[config.mk]
export PLATFORM = sky130hd
export DESIGN_NAME = ssd_source_arbiter
export DESIGN_NICKNAME = d
export VERILOG_FILES = /design/src/rtl/ssd_source_arbiter.sv
export SDC_FILE = /design/constraint.sdc
export NUM_CORES = 1
export LEC_CHECK = 0
export ABC_AREA = 1
export BUFFER_PORTS_ARGS = -buffer_cell sky130_fd_sc_hd__buf_2
export CAP_MARGIN = 20
export CORE_ASPECT_RATIO = 1.75
export CORE_MARGIN = 8
export CORE_UTILIZATION = 55
export DETAILED_ROUTE_END_ITERATION = 12
export GPL_TIMING_DRIVEN = 0
export HOLD_SLACK_MARGIN = 0.02
export PLACE_DENSITY = 0.8
export SYNTH_ARGS = -nofsm -noshare
export SYNTH_HDL_FRONTEND = slang
export SYNTH_SLANG_ARGS = --single-unit
[constraint.sdc]
create_clock -name clk -period 2.1 [get_ports clk]
set_input_delay 0.105 -clock clk [delete_from_list [all_inputs] [get_ports clk]]
set_output_delay 0.105 -clock clk [all_outputs]
set_load 0.01 [all_outputs]
[src/rtl/ssd_source_arbiter.sv]
// ssd_source_arbiter
// Round-robin arbiter that shares the four-digit seven-segment display
// between up to N_SRC debug sources. Each source raises a request level.
// One source is granted at a time, and its value is registered onto num.
// The grant advances on any of these events:
//   - a dwell timeout (auto_mode),
//   - a debounced press of btn_next,
//   - withdrawal of the granted request.
//
// Ports:
//   clk        system clock, rising edge
//   rst        synchronous active-high reset
//   src_req    per-source request level
//   src_val    packed source values, source i at [i*NUM_W +: NUM_W]
//   btn_next   raw asynchronous push button (manual advance)
//   auto_mode  advance on dwell timeout
//   freeze     hold current grant (timeout and button ignored)
//   num        value for the display driver
//   src_sel    index of the granted source
//   src_grant  one-hot grant, zero when valid=0
//   valid      a source is granted
//
// Optional build macro SSD_LIVE_UPDATE_EN:
//   When defined, num tracks src_val[src_sel] every cycle while a source is granted.
//   When undefined, num is the snapshot taken in the grant cycle.
module ssd_source_arbiter #(
    parameter int unsigned N_SRC           = 4,
    parameter int unsigned NUM_W           = 13,
    parameter int unsigned DWELL_CYCLES    = 100000000,
    parameter int unsigned DEBOUNCE_CYCLES = 1000000,
    localparam int unsigned SEL_W          = $clog2(N_SRC)
) (
    input  logic                   clk,
    input  logic                   rst,
    input  logic [N_SRC-1:0]       src_req,
    input  logic [N_SRC*NUM_W-1:0] src_val,
    input  logic                   btn_next,
    input  logic                   auto_mode,
    input  logic                   freeze,
    output logic [NUM_W-1:0]       num,
    output logic [SEL_W-1:0]       src_sel,
    output logic [N_SRC-1:0]       src_grant,
    output logic                   valid
);

    localparam int unsigned DW_W = $clog2(DWELL_CYCLES);
    localparam int unsigned DB_W = $clog2(DEBOUNCE_CYCLES);
    localparam logic [DW_W-1:0] DwellMax = DW_W'(DWELL_CYCLES - 1);
    localparam logic [DB_W-1:0] DebMax   = DB_W'(DEBOUNCE_CYCLES - 1);
    localparam logic [SEL_W-1:0] LastSrc = SEL_W'(N_SRC - 1);

    typedef enum logic [0:0] {StIdle, StShow} state_e;

    state_e           state_q, state_d;
    logic [SEL_W-1:0] sel_q, sel_d;
    logic [SEL_W-1:0] last_q, last_d;
    logic [NUM_W-1:0] num_q, num_d;
    logic [DW_W-1:0]  dwell_q, dwell_d;

    logic             sync1_q, sync2_q;
    logic             db_level_q, db_level_d;
    logic             db_prev_q;
    logic [DB_W-1:0]  db_cnt_q, db_cnt_d;
    logic             step;

    logic [NUM_W-1:0] val_arr [N_SRC];
    logic [SEL_W-1:0] ref_sel;
    logic [SEL_W-1:0] pick_idx;
    logic             any_req;
    logic             timeout;
    logic             trigger;

    for (genvar i = 0; i < N_SRC; i++) begin : g_val
        assign val_arr[i] = src_val[i*NUM_W +: NUM_W];
    end

    // ------------------------------------------------------------------
    // Button path
    // The debounced level flips only after DEBOUNCE_CYCLES consecutive
    // cycles of a differing synchronized level. Any bounce restarts the count.
    // ------------------------------------------------------------------
    always_comb begin
        db_level_d = db_level_q;
        db_cnt_d   = '0;
        if (sync2_q != db_level_q) begin
            if (db_cnt_q == DebMax) begin
                db_level_d = sync2_q;
            end else begin
                db_cnt_d = db_cnt_q + 1'b1;
            end
        end
    end

    // One pulse per rising edge of the debounced level.
    assign step = db_level_q & ~db_prev_q;

    // ------------------------------------------------------------------
    // Round-robin search
    // The search starts after ref_sel and wraps. ref_sel itself is visited
    // last, so it wins only if it is the sole requester.
    // ------------------------------------------------------------------
    assign ref_sel = (state_q == StShow) ? sel_q : last_q;
    assign any_req = |src_req;

    always_comb begin
        logic             found;
        logic [SEL_W-1:0] cand;
        found    = 1'b0;
        pick_idx = ref_sel;
        cand     = ref_sel;
        for (int unsigned k = 0; k < N_SRC; k++) begin
            cand = (cand == LastSrc) ? '0 : cand + 1'b1;
            if (!found && src_req[cand]) begin
                found    = 1'b1;
                pick_idx = cand;
            end
        end
    end

    // ------------------------------------------------------------------
    // Grant FSM
    // ------------------------------------------------------------------
    assign timeout = auto_mode & ~freeze & (dwell_q == DwellMax);
    // freeze never masks a withdrawn request
    assign trigger = timeout | (step & ~freeze) | ~src_req[sel_q];

    always_comb begin
        state_d = state_q;
        sel_d   = sel_q;
        last_d  = last_q;
        num_d   = num_q;
        dwell_d = dwell_q;
        unique case (state_q)
            StIdle: begin
                if (any_req) begin
                    state_d = StShow;
                    sel_d   = pick_idx;
                    num_d   = val_arr[pick_idx];
                    dwell_d = '0;
                end
            end
            StShow: begin
                if (trigger) begin
                    if (any_req) begin
                        // Regrant even if the pick is the current source.
                        sel_d   = pick_idx;
                        num_d   = val_arr[pick_idx];
                        dwell_d = '0;
                    end else begin
                        state_d = StIdle;
                        num_d   = '0;
                        last_d  = sel_q;
                        dwell_d = '0;
                    end
                end else begin
                    if (auto_mode && !freeze && dwell_q != DwellMax) begin
                        dwell_d = dwell_q + 1'b1;
                    end
`ifdef SSD_LIVE_UPDATE_EN
                    num_d = val_arr[sel_q];
`endif
                end
            end
            default: state_d = StIdle;
        endcase
    end

    always_ff @(posedge clk) begin
        if (rst) begin
            state_q    <= StIdle;
            sel_q      <= '0;
            last_q     <= LastSrc;
            num_q      <= '0;
            dwell_q    <= '0;
            sync1_q    <= 1'b0;
            sync2_q    <= 1'b0;
            db_level_q <= 1'b0;
            db_prev_q  <= 1'b0;
            db_cnt_q   <= '0;
        end else begin
            state_q    <= state_d;
            sel_q      <= sel_d;
            last_q     <= last_d;
            num_q      <= num_d;
            dwell_q    <= dwell_d;
            sync1_q    <= btn_next;
            sync2_q    <= sync1_q;
            db_level_q <= db_level_d;
            db_prev_q  <= db_level_q;
            db_cnt_q   <= db_cnt_d;
        end
    end

    assign valid     = (state_q == StShow);
    assign src_sel   = sel_q;
    assign num       = num_q;
    assign src_grant = valid ? (N_SRC'(1) << sel_q) : '0;

endmodule

Word level (Yosys, flattened, before mapping). Cells that the tools add are included.

Input port bits: 61. Output and inout bits: 20. Bits in writable memories: 0. Latch bits: 0. Logic and storage cells: 102. ROM bits: 0. Memories: 0. Register bits: 69.

Bitwise gates (word level): 13. Divide/modulo/power cells: 0. Equality and inequality tests: 11. $mul: 0. Shifts and indexed selects: 1. Magnitude comparators: 6. Multiplexer cells: 40. $add $sub $neg: 6. Reductions and logical operators: 15.

Operator list (number): 27-bit two-way mux (3); 13-bit two-way mux (5); 27-bit one-hot mux with 2 select lines (1); 27-bit by 1-bit adder with 27-bit output (second input constant) (1); 27-bit equality test (second input constant) (1); 27-bit inequality test (second input constant) (1); 13-bit binary-select mux with 2-bit select (1); 13-bit one-hot mux with 2 select lines (1); 2-bit two-way mux (11); 20-bit by 1-bit adder with 20-bit output (second input constant) (1); 20-bit equality test (second input constant) (1); 2-bit by 3-bit less-than comparator with 1-bit output (second input constant) (5); 1-bit binary-select mux with 2-bit select (5); 1-bit two-way mux (10); 2-bit by 1-bit adder with 2-bit output (second input constant) (4); 2-bit equality test (second input constant) (4); 1-bit NOT (6); 2-bit AND reduction (3); 1-bit logical AND (5); 1-bit bitwise AND (4); 1-bit logical NOT (4); 4-bit two-way mux (1); 2-bit inequality test (second input constant) (2); 2-bit one-hot mux with 2 select lines (1); 10 further kinds (11).

Longest topological paths before layout. Gate-level depths: netlist (run 1).

Word-level depth: 22. Mapped depth: 17. Mapped depth without buffers: 16.

Worst setup path before layout (run 1). OpenSTA, ideal clock, no wires.

Path type: register to register. Start: register state_q (netlist: valid). End: register num_q[8] (netlist: num[8]). Slack: 0.196 ns. Arrival time: 1.791 ns. Clock period less this slack: 1.904 ns. Cell stages (with the launch flop): 16. Data required time: 1.987 ns. Setup time: 0.113 ns. Buffers on the path: 2. Cells stage by stage: dfxtp_1 > buf_4 > nand2_2 > nand2_4 > nand2_2 > nand2_2 > nand2_1 > nand2_2 > nand4_2 > nand2_4 > inv_4 > buf_6 > nand2_1 > nand3_1 > nand3_1 > nand2_1.

Longest elaborated chain between the ends: 22. Elaborated cells on any way between the ends: 46. Classes of those cells: 4 x add/sub; 6 x eq/ne; 27 x mux; 2 x bitwise; 7 x reduce/logical.

RTL lines: start, declared (line 54) `state_e state_q, state_d;`; start signal, assigned (line 170) `state_q <= StIdle;`; start signal, assigned (line 181) `state_q <= state_d;`; branches (longest 22 deep; another with 2-bit by 1-bit adder with 2-bit output); end signal, assigned (line 184) `num_q <= num_d;`; end, declared (line 57) `logic [NUM_W-1:0] num_q, num_d;`.

Several ways; the timed one is not identified. The select of a mux whose other input is x is not followed. A chain may end at the register's enable or synchronous reset.

Worst setup path in the final report (run 1).
Start: register state_q (netlist: valid). End: register num_q[4] (netlist: num[4]).

The elaborated chain is that of the path after synthesis.

==> impl_table.tex, run 1 <==
\begin{tabular}{lr}
\hline
Metric & Value \\
\hline
\multicolumn{2}{l}{\textbf{Status}} \\
Status & completed \\
\multicolumn{2}{l}{\textbf{Placed design}} \\
Placer congestion estimate & 0.8944 \\
Number of cells in the design after placement & 763 \\
IO Port Bufs & 79 \\
Sum of net half-perimeters after detailed placement & 7.904 mm \\
\multicolumn{2}{l}{\textbf{Yosys}} \\
Predominant post-synthesis flop cell & dfxtp\_1 \\
Sequential area share after synthesis & 35.84\% \\
Register bit count reported by yosys & 69 \\
Post-synth ARST share & 0\% \\
Largest area contributor in the netlist & dfxtp\_1 \\
Cell with the most instances after synthesis & nand2\_1 \\
Number of distinct library cells after synthesis & 36 \\
Yosys synthesis warning count & 0 \\
Gate Count Post-Synth & 600 \\
Number of nets in the synthesized netlist & 663 \\
Cell types occupying the most area after synthesis & dfxtp\_1, nand2\_1, nand3\_1, nor2\_1, inv\_1 \\
Post-synthesis average cell area & 6.423 um\^{}2 \\
List of most frequent post-synthesis cells & nand2\_1, nand3\_1, dfxtp\_1 \\
Number of synthesized flops with an enable pin & 0 \\
Synth Cell Area & 3854 um\^{}2 \\
Area share of the largest cell type after synthesis & 35.84\% \\
\multicolumn{2}{l}{\textbf{Setup path}} \\
Crit path required time & 2330 ps \\
Minimum setup slack among reg-to-reg paths & 100 ps \\
Endpoint of the worst-slack reg-to-reg timing path & num[4]\$\_SDFFE\_PP0P\_ \\
Arrival time reported for the critical path endpoint & 2220 ps \\
Timing startpoint of the critical path & valid\$\_SDFF\_PP0\_ \\
Worst setup path end & num[4]\$\_SDFFE\_PP0P\_ \\
Kind of end point of the critical path & flip-flop \\
Kind of start point of the critical path & flip-flop \\
Maximum fanout count along the critical path & 6 \\
Worst reg2reg path depth & 16 \\
Crit Path Category & reg -> reg \\
Worst reg2reg path startpoint & valid\$\_SDFF\_PP0\_ \\
\multicolumn{2}{l}{\textbf{STA}} \\
Fmax & 0.5006 GHz \\
Final worst path period need & 1998 ps \\
Clock skew & 5.291 ps \\
Number of pins with negative max-slew slack in the final report & 0 \\
Slew Limit Headroom & 61.38\% \\
Final hold vios & 0 \\
Worst-Margin Slew & 574.0 ps \\
Setup-violating endpoint count in the final report & 0 \\
Final Cycle Share & 95.13\% \\
Setup tns final & 0 ps \\
Setup repair after global routing missed its margin & true \\
\multicolumn{2}{l}{\textbf{Layout}} \\
Sequential cell area in the final layout & 1391 um\^{}2 \\
Layout filler cell count & 518 \\
Area Overhead vs Synth & 32.69\% \\
Diodes inserted & 0 \\
Multi-input logic area & 2376 um\^{}2 \\
Fraction of final layout cells with drive strength greater than 1 & 27.44\% \\
Total Nets Final & 777 \\
Cell Count, Final, Fillers Out & 802 \\
\multicolumn{2}{l}{\textbf{Floorplan}} \\
Die W & 79.28 um \\
Initial core utilization & 56.62\% \\
Die Height & 126.7 um \\
Io pins & 81 \\
Row count & 40 \\
Core area & 6807 um\^{}2 \\
Area of the die & 10050 um\^{}2 \\
\multicolumn{2}{l}{\textbf{Power}} \\
Total power per unit cell area & 841.8 nW/um\^{}2 \\
Combinational fraction of design power & 32.7\% \\
Total power consumption of the routed design & 4.305 mW \\
Switching power as a share of total power & 32.61\% \\
Worst voltage drop across the vdd grid & 0.5759 mV \\
Cell-internal power & 2.901 mW \\
Portion of total power attributed to the clock network & 32.8\% \\
Relative contribution of sequential cells to total power & 34.5\% \\
Power spent charging and discharging nets & 1.404 mW \\
Leakage power & 2.336 nW \\
\multicolumn{2}{l}{\textbf{Global route}} \\
Vias in the first global route & 3966 \\
Initial antenna violation count & 0 \\
GRT Total Usage & 20.74\% \\
GR Overflow Total & 0 \\
First-pass GRT wire length & 17.06 mm \\
Pin count of the biggest net entering global routing & 11 \\
\multicolumn{2}{l}{\textbf{Clock tree}} \\
Number of buffers added by the clock tree synthesis step & 9 \\
Maximum clock path buffer count & 2 \\
Register clock-pin slew on the reported worst setup and hold paths & 50 ps \\
Num Clock Sinks & 69 \\
Insertion delay of the later-clocked pin in the worst-skew pair & 330 ps \\
Buffer type at the clock tree root & clkbuf\_16 \\
Number of H-tree levels & 3 \\
CTS tree & done \\
\multicolumn{2}{l}{\textbf{Routing}} \\
Iteration-0 DRC count of the detailed router & 258 \\
Final ANT Viol Nets & 0 \\
DR WL/cell & 13.76 um \\
Average via count per standard cell & 5.419 \\
TritonRoute pass-1 iters & 5 \\
DRT Wirelength & 11.04 mm \\
Total number of vias & 4346 \\
DRC violation count after routing & 0 \\
\multicolumn{2}{l}{\textbf{Min path}} \\
HP Class & in -> reg \\
\multicolumn{2}{l}{\textbf{Flow run}} \\
Maximum capacitance violations & 0 \\
\hline
\end{tabular}
==> per-layer routing <==
metal / up-vias / GRT usage [%] / share of wire, %
met5: - / 0 / 0
met4: 0 / 10.65 / 3.0
met3: 30 / 6.436 / 7.0
met2: 142 / 38.02 / 52
met1: 1992 / 19.74 / 38
li1: 2182 / - / -
==> power groups by stage <==
stage               clock network, mW  registers (mW)  logic, mW
floorplan                           0            1.53      0.712
global placement                    0            1.50       1.08
detailed placement                  0            1.50       1.10
CTS                              1.44            1.47       1.19
global route                     1.49            1.49       1.53
finish                           1.41            1.48       1.41
==> final cells by class <==
| class | instances | share of cell area [%] |
|---|---|---|
| plain buffers | 15 | 2.569 |
| clock buffers | 13 | 4.698 |
| inverters | 66 | 5.089 |
| flip-flops and latches | 69 | 27.21 |
| clock inverters | 2 | 0.6851 |
| multi-input cells | 452 | 46.46 |
| repair buffers | 101 | 11.23 |
| well taps | 84 | 2.055 |
==> how the worst min path moves through the flow <==
stage,end,slack (ps),from,depth (start not counted)
global route,num[5]$_SDFFE_PP0P_,110,src_val[18],5
CTS,valid$_SDFF_PP0_,80,src_req[3],3
detailed placement,sync1_q$_SDFF_PP0_,320,btn_next,3
global placement,sync1_q$_SDFF_PP0_,310,btn_next,3
floorplan,sync1_q$_SDFF_PP0_,210,btn_next,2
finish,num[3]$_SDFFE_PP0P_,100,src_val[16],5
==> kinds of logic after synthesis <==
kind of cell / count (synthesis) / share of synthesized area (%)
adders and majority gates: 2 / 0.6492
AOI/OAI and AO/OA: 67 / 9.773
buffers and inverters: 81 / 9.188
xor gates and xnor gates: 5 / 1.137
DFF: 69 / 35.84
and+or+nand+nor: 376 / 43.41
==> stage by stage <==
stage | worst slack (ps) | instance area [um^2] | hold WS, ps | utilization, %
2_1_floorplan | 196.2 | 3854 | 212.0 | -
3_3_place_gp | -165.3 | 4354 | 309.4 | 63.97
3_5_place_dp | -184.0 | 4354 | 317.5 | 63.97
4_1_cts | 2.598 | 4751 | 83.45 | 69.80
5_1_grt | -47.06 | 5114 | 108.7 | 75.13
6_report | 102.3 | 5114 | 103.4 | 75.13
==> repair_timing <==
item / CTS / global route
setup buffers: 2 / 17
resized for setup: 22 / 66
endpoints found under the hold margin: 1 / 0
cloned: 2 / 2
hold buffers: 1 / 0
setup endpoints to repair: 25 / 46
pin swaps: 3 / 23
==> layout by cell type, fill, tap and decap left out, drive strengths merged <==
cell,instances
a211oi,3
buf,110
nor4,5
inv,66
nor3,13
dfxtp,69
nand3,75
nand2,199
clkbuf,18
a21oi,32
clkinv,1
nor3b,4
nand3b,1
o21ai,20
xor2,3
a21boi,1
a22oi,2
a31oi,3
nor2,64
or2,3
a21o,1
nand4,13
o21a,5
and3,1
xnor2,2
dlygate4sd3,1
ha,2
bufinv,1
==> state kept, by name (all words and copies together) (netlist names), 2 cells and up <==
| register | cells |
|---|---|
| dwell_q | 27 |
| src_sel | 2 |
| last_q | 2 |
| db_cnt_q | 20 |
| num | 13 |
==> worst max-delay path: stages, from the launching register on <==
cell and delay (ps):
dfxtp_2 320, buf_6 140, inv_8 70, nand2_2 50
nand2_2 120, nand2_1 70, nand2_1 100, nand2_4 70
nand2_4 100, nand2_2 60, nand2_2 60, nand2_2 70
a21oi_4 270, buf_6 180, nand3_1 70, nand3_1 80
nand2_1 50
(Power assumes the default switching activity.)
==> run 2, diff against run 1 <==
--- a/config.mk
+++ b/config.mk
@@ -15,6 +15,7 @@
 export GPL_TIMING_DRIVEN = 0
 export HOLD_SLACK_MARGIN = 0.02
 export PLACE_DENSITY = 0.8
+export SETUP_SLACK_MARGIN = 0.5
 export SYNTH_ARGS = -nofsm -noshare
 export SYNTH_HDL_FRONTEND = slang
 export SYNTH_SLANG_ARGS = --single-unit
==> impl_table.tex, run 2 (same netlist as run 1, synthesis figures left out) <==
\begin{tabular}{lr}
\hline
Metric & Value \\
\hline
\multicolumn{2}{l}{\textbf{Status}} \\
Status & complete, but fails checks \\
Violations in the final reports & setup timing \\
\multicolumn{2}{l}{\textbf{Layout}} \\
Total Nets Final & 853 \\
Register with the highest flop count & dwell\_q \\
Number of flip-flops in the largest register & 27 \\
Commonest cells after routing, fill and taps aside & nand2\_1, buf\_2, buf\_4 \\
Fraction of final layout cells with drive strength greater than 1 & 51.76\% \\
Area Overhead vs Synth & 71.85\% \\
Diodes inserted & 0 \\
Leading cell type in the layout, fill and taps excluded & nand2\_1 \\
Area of all placed cells without fillers & 6623 um\^{}2 \\
\multicolumn{2}{l}{\textbf{Floorplan}} \\
Row count & 40 \\
Die W & 79.28 um \\
Core area & 6807 um\^{}2 \\
Area of the die & 10050 um\^{}2 \\
Initial core utilization & 56.62\% \\
Io pins & 81 \\
Die Height & 126.7 um \\
\multicolumn{2}{l}{\textbf{Min path}} \\
HP Class & in -> reg \\
\multicolumn{2}{l}{\textbf{Clock tree}} \\
Num Clock Sinks & 69 \\
Number of H-tree levels & 3 \\
Register clock-pin slew on the reported worst setup and hold paths & 60 ps \\
Number of buffers added by the clock tree synthesis step & 9 \\
CTS tree & done \\
Buffer type at the clock tree root & clkbuf\_16 \\
Insertion delay of the later-clocked pin in the worst-skew pair & 370 ps \\
Maximum clock path buffer count & 2 \\
\multicolumn{2}{l}{\textbf{Global route}} \\
Pin count of the biggest net entering global routing & 12 \\
GR Overflow Total & 0 \\
Gr busiest metal & met2 \\
First-pass GRT wire length & 23.29 mm \\
Global-route met3 utilization & 6.506\% \\
Met2 usage & 50.85\% \\
Vias in the first global route & 5200 \\
Initial antenna violation count & 0 \\
Global-route track usage on met1 & 27.61\% \\
GRT Total Usage & 28.71\% \\
\multicolumn{2}{l}{\textbf{Power}} \\
Switching power as a share of total power & 37.50\% \\
Power spent charging and discharging nets & 1.982 mW \\
Cell-internal power & 3.303 mW \\
Relative contribution of sequential cells to total power & 28.3\% \\
Portion of total power attributed to the clock network & 34.0\% \\
Combinational fraction of design power & 37.8\% \\
Leakage power & 2.981 nW \\
Total power per unit cell area & 798.1 nW/um\^{}2 \\
Worst voltage drop across the vdd grid & 1.072 mV \\
Total power consumption of the routed design & 5.285 mW \\
\multicolumn{2}{l}{\textbf{STA}} \\
Setup-violating endpoint count in the final report & 19 \\
Setup tns final & -3518 ps \\
Fmax & 0.4154 GHz \\
Setup repair after global routing missed its margin & true \\
Worst-Margin Slew & 953.2 ps \\
Number of pins with negative max-slew slack in the final report & 0 \\
Final hold vios & 0 \\
Final Cycle Share & 114.6\% \\
Final Worst Setup Slack & -307.3 ps \\
Clock skew & 15.28 ps \\
Final worst path period need & 2407 ps \\
Slew Limit Headroom & 35.87\% \\
\multicolumn{2}{l}{\textbf{Setup path}} \\
Kind of end point of the critical path & flip-flop \\
Crit path cell chain & buf\_8 > clkinv\_8 > nand2\_8 > nand2\_8 > nand2\_1 > nand2\_2 > nand2\_4 > nand2\_4 > nand3\_4 > nand2\_4 > nand2\_8 > inv\_6 > buf\_8 > nand2\_1 > nand3\_2 > nand3\_2 > nand2\_1 \\
Kind of start point of the critical path & flip-flop \\
Arrival time reported for the critical path endpoint & 2650 ps \\
Crit path required time & 2350 ps \\
Maximum fanout count along the critical path & 10 \\
Crit Path Category & reg -> reg \\
Minimum setup slack among reg-to-reg paths & -310 ps \\
Critical path's slowest cell & dfxtp\_2 \\
Critical path's largest stage delay & 370 ps \\
\multicolumn{2}{l}{\textbf{Routing}} \\
TritonRoute pass-1 iters & 9 \\
DRT Wirelength & 23.39 mm \\
Average via count per standard cell & 7.051 \\
DRC violation count after routing & 0 \\
Iteration-0 DRC count of the detailed router & 1010 \\
Final ANT Viol Nets & 0 \\
Total number of vias & 6191 \\
DR WL/cell & 26.64 um \\
\multicolumn{2}{l}{\textbf{Placed design}} \\
IO Port Bufs & 79 \\
Setup slack at placement & -34.93 ps \\
Placer congestion estimate & 0.8673 \\
Cell area reported after detailed placement & 4579 um\^{}2 \\
Sum of net half-perimeters after detailed placement & 8.261 mm \\
\multicolumn{2}{l}{\textbf{Flow run}} \\
Maximum capacitance violations & 0 \\
\hline
\end{tabular}
==> run 2: layer usage <==
metal	vias to the layer above	share of wire, %
met5	-	0.051
met4	2	11
met3	337	13
met2	781	46
met1	2729	29
li1	2342	-
==> run 2: metrics by stage <==
step | utilization, % | cells | hold WS, ps
global route | 97.30 | 878 | 131.7
detailed placement | 67.28 | 763 | 326.0
global placement | 67.28 | 763 | 329.0
floorplan | - | 600 | 212.0
finish | 97.30 | 878 | 118.0
CTS | 86.31 | 840 | 86.91
==> run 2: path summary, 6_finish.rpt <==
check,endpoint,from,cells after the start
worst min-delay path,num[12]$_SDFFE_PP0P_,src_val[25],5
worst max register to register,num[8]$_SDFFE_PP0P_,valid$_SDFF_PP0_,17
worst max-delay path,num[8]$_SDFFE_PP0P_,valid$_SDFF_PP0_,17
worst min register to register,sync2_q$_SDFF_PP0_,sync1_q$_SDFF_PP0_,2
==> run 2: cell type report <==
type	instances	area [um^2]
multi-input combinational	451	3027
inverter	66	274.0
sequential	69	1436
buffer	15	166.4
clock buffer	11	232.7
tap	84	105.1
timing repair buffer	178	1284
clock inverter	4	97.59
fill	110	183.9
==> run 2: repair_timing <==
item | 4_1_cts | 5_1_grt
endpoints found under the hold margin | 1 | 0
gates resized for setup | 152 | 117
pin swaps | 42 | 61
cloned | 2 | 1
buffers inserted | 59 | 37
hold buffers | 1 | 0
setup endpoints to repair | 62 | 63
==> run 2: critical path, delay by kind of cell (launching register included) <==
kind                   cells  cell delay [ps]
buffers and inverters      4              460
AND/OR/NAND/NOR           13             1440
flip-flops                 1              370
==> run 2: power groups by stage <==
stage                     Combinational (mW)  Sequential, mW  Clock (mW)
after floorplan                        0.785            1.54           0
after global placement                  1.15            1.50           0
after detailed placement                1.18            1.50           0
after CTS                               1.41            1.48        1.70
after global routing                    2.07            1.49        1.83
final                                   2.00            1.49        1.80
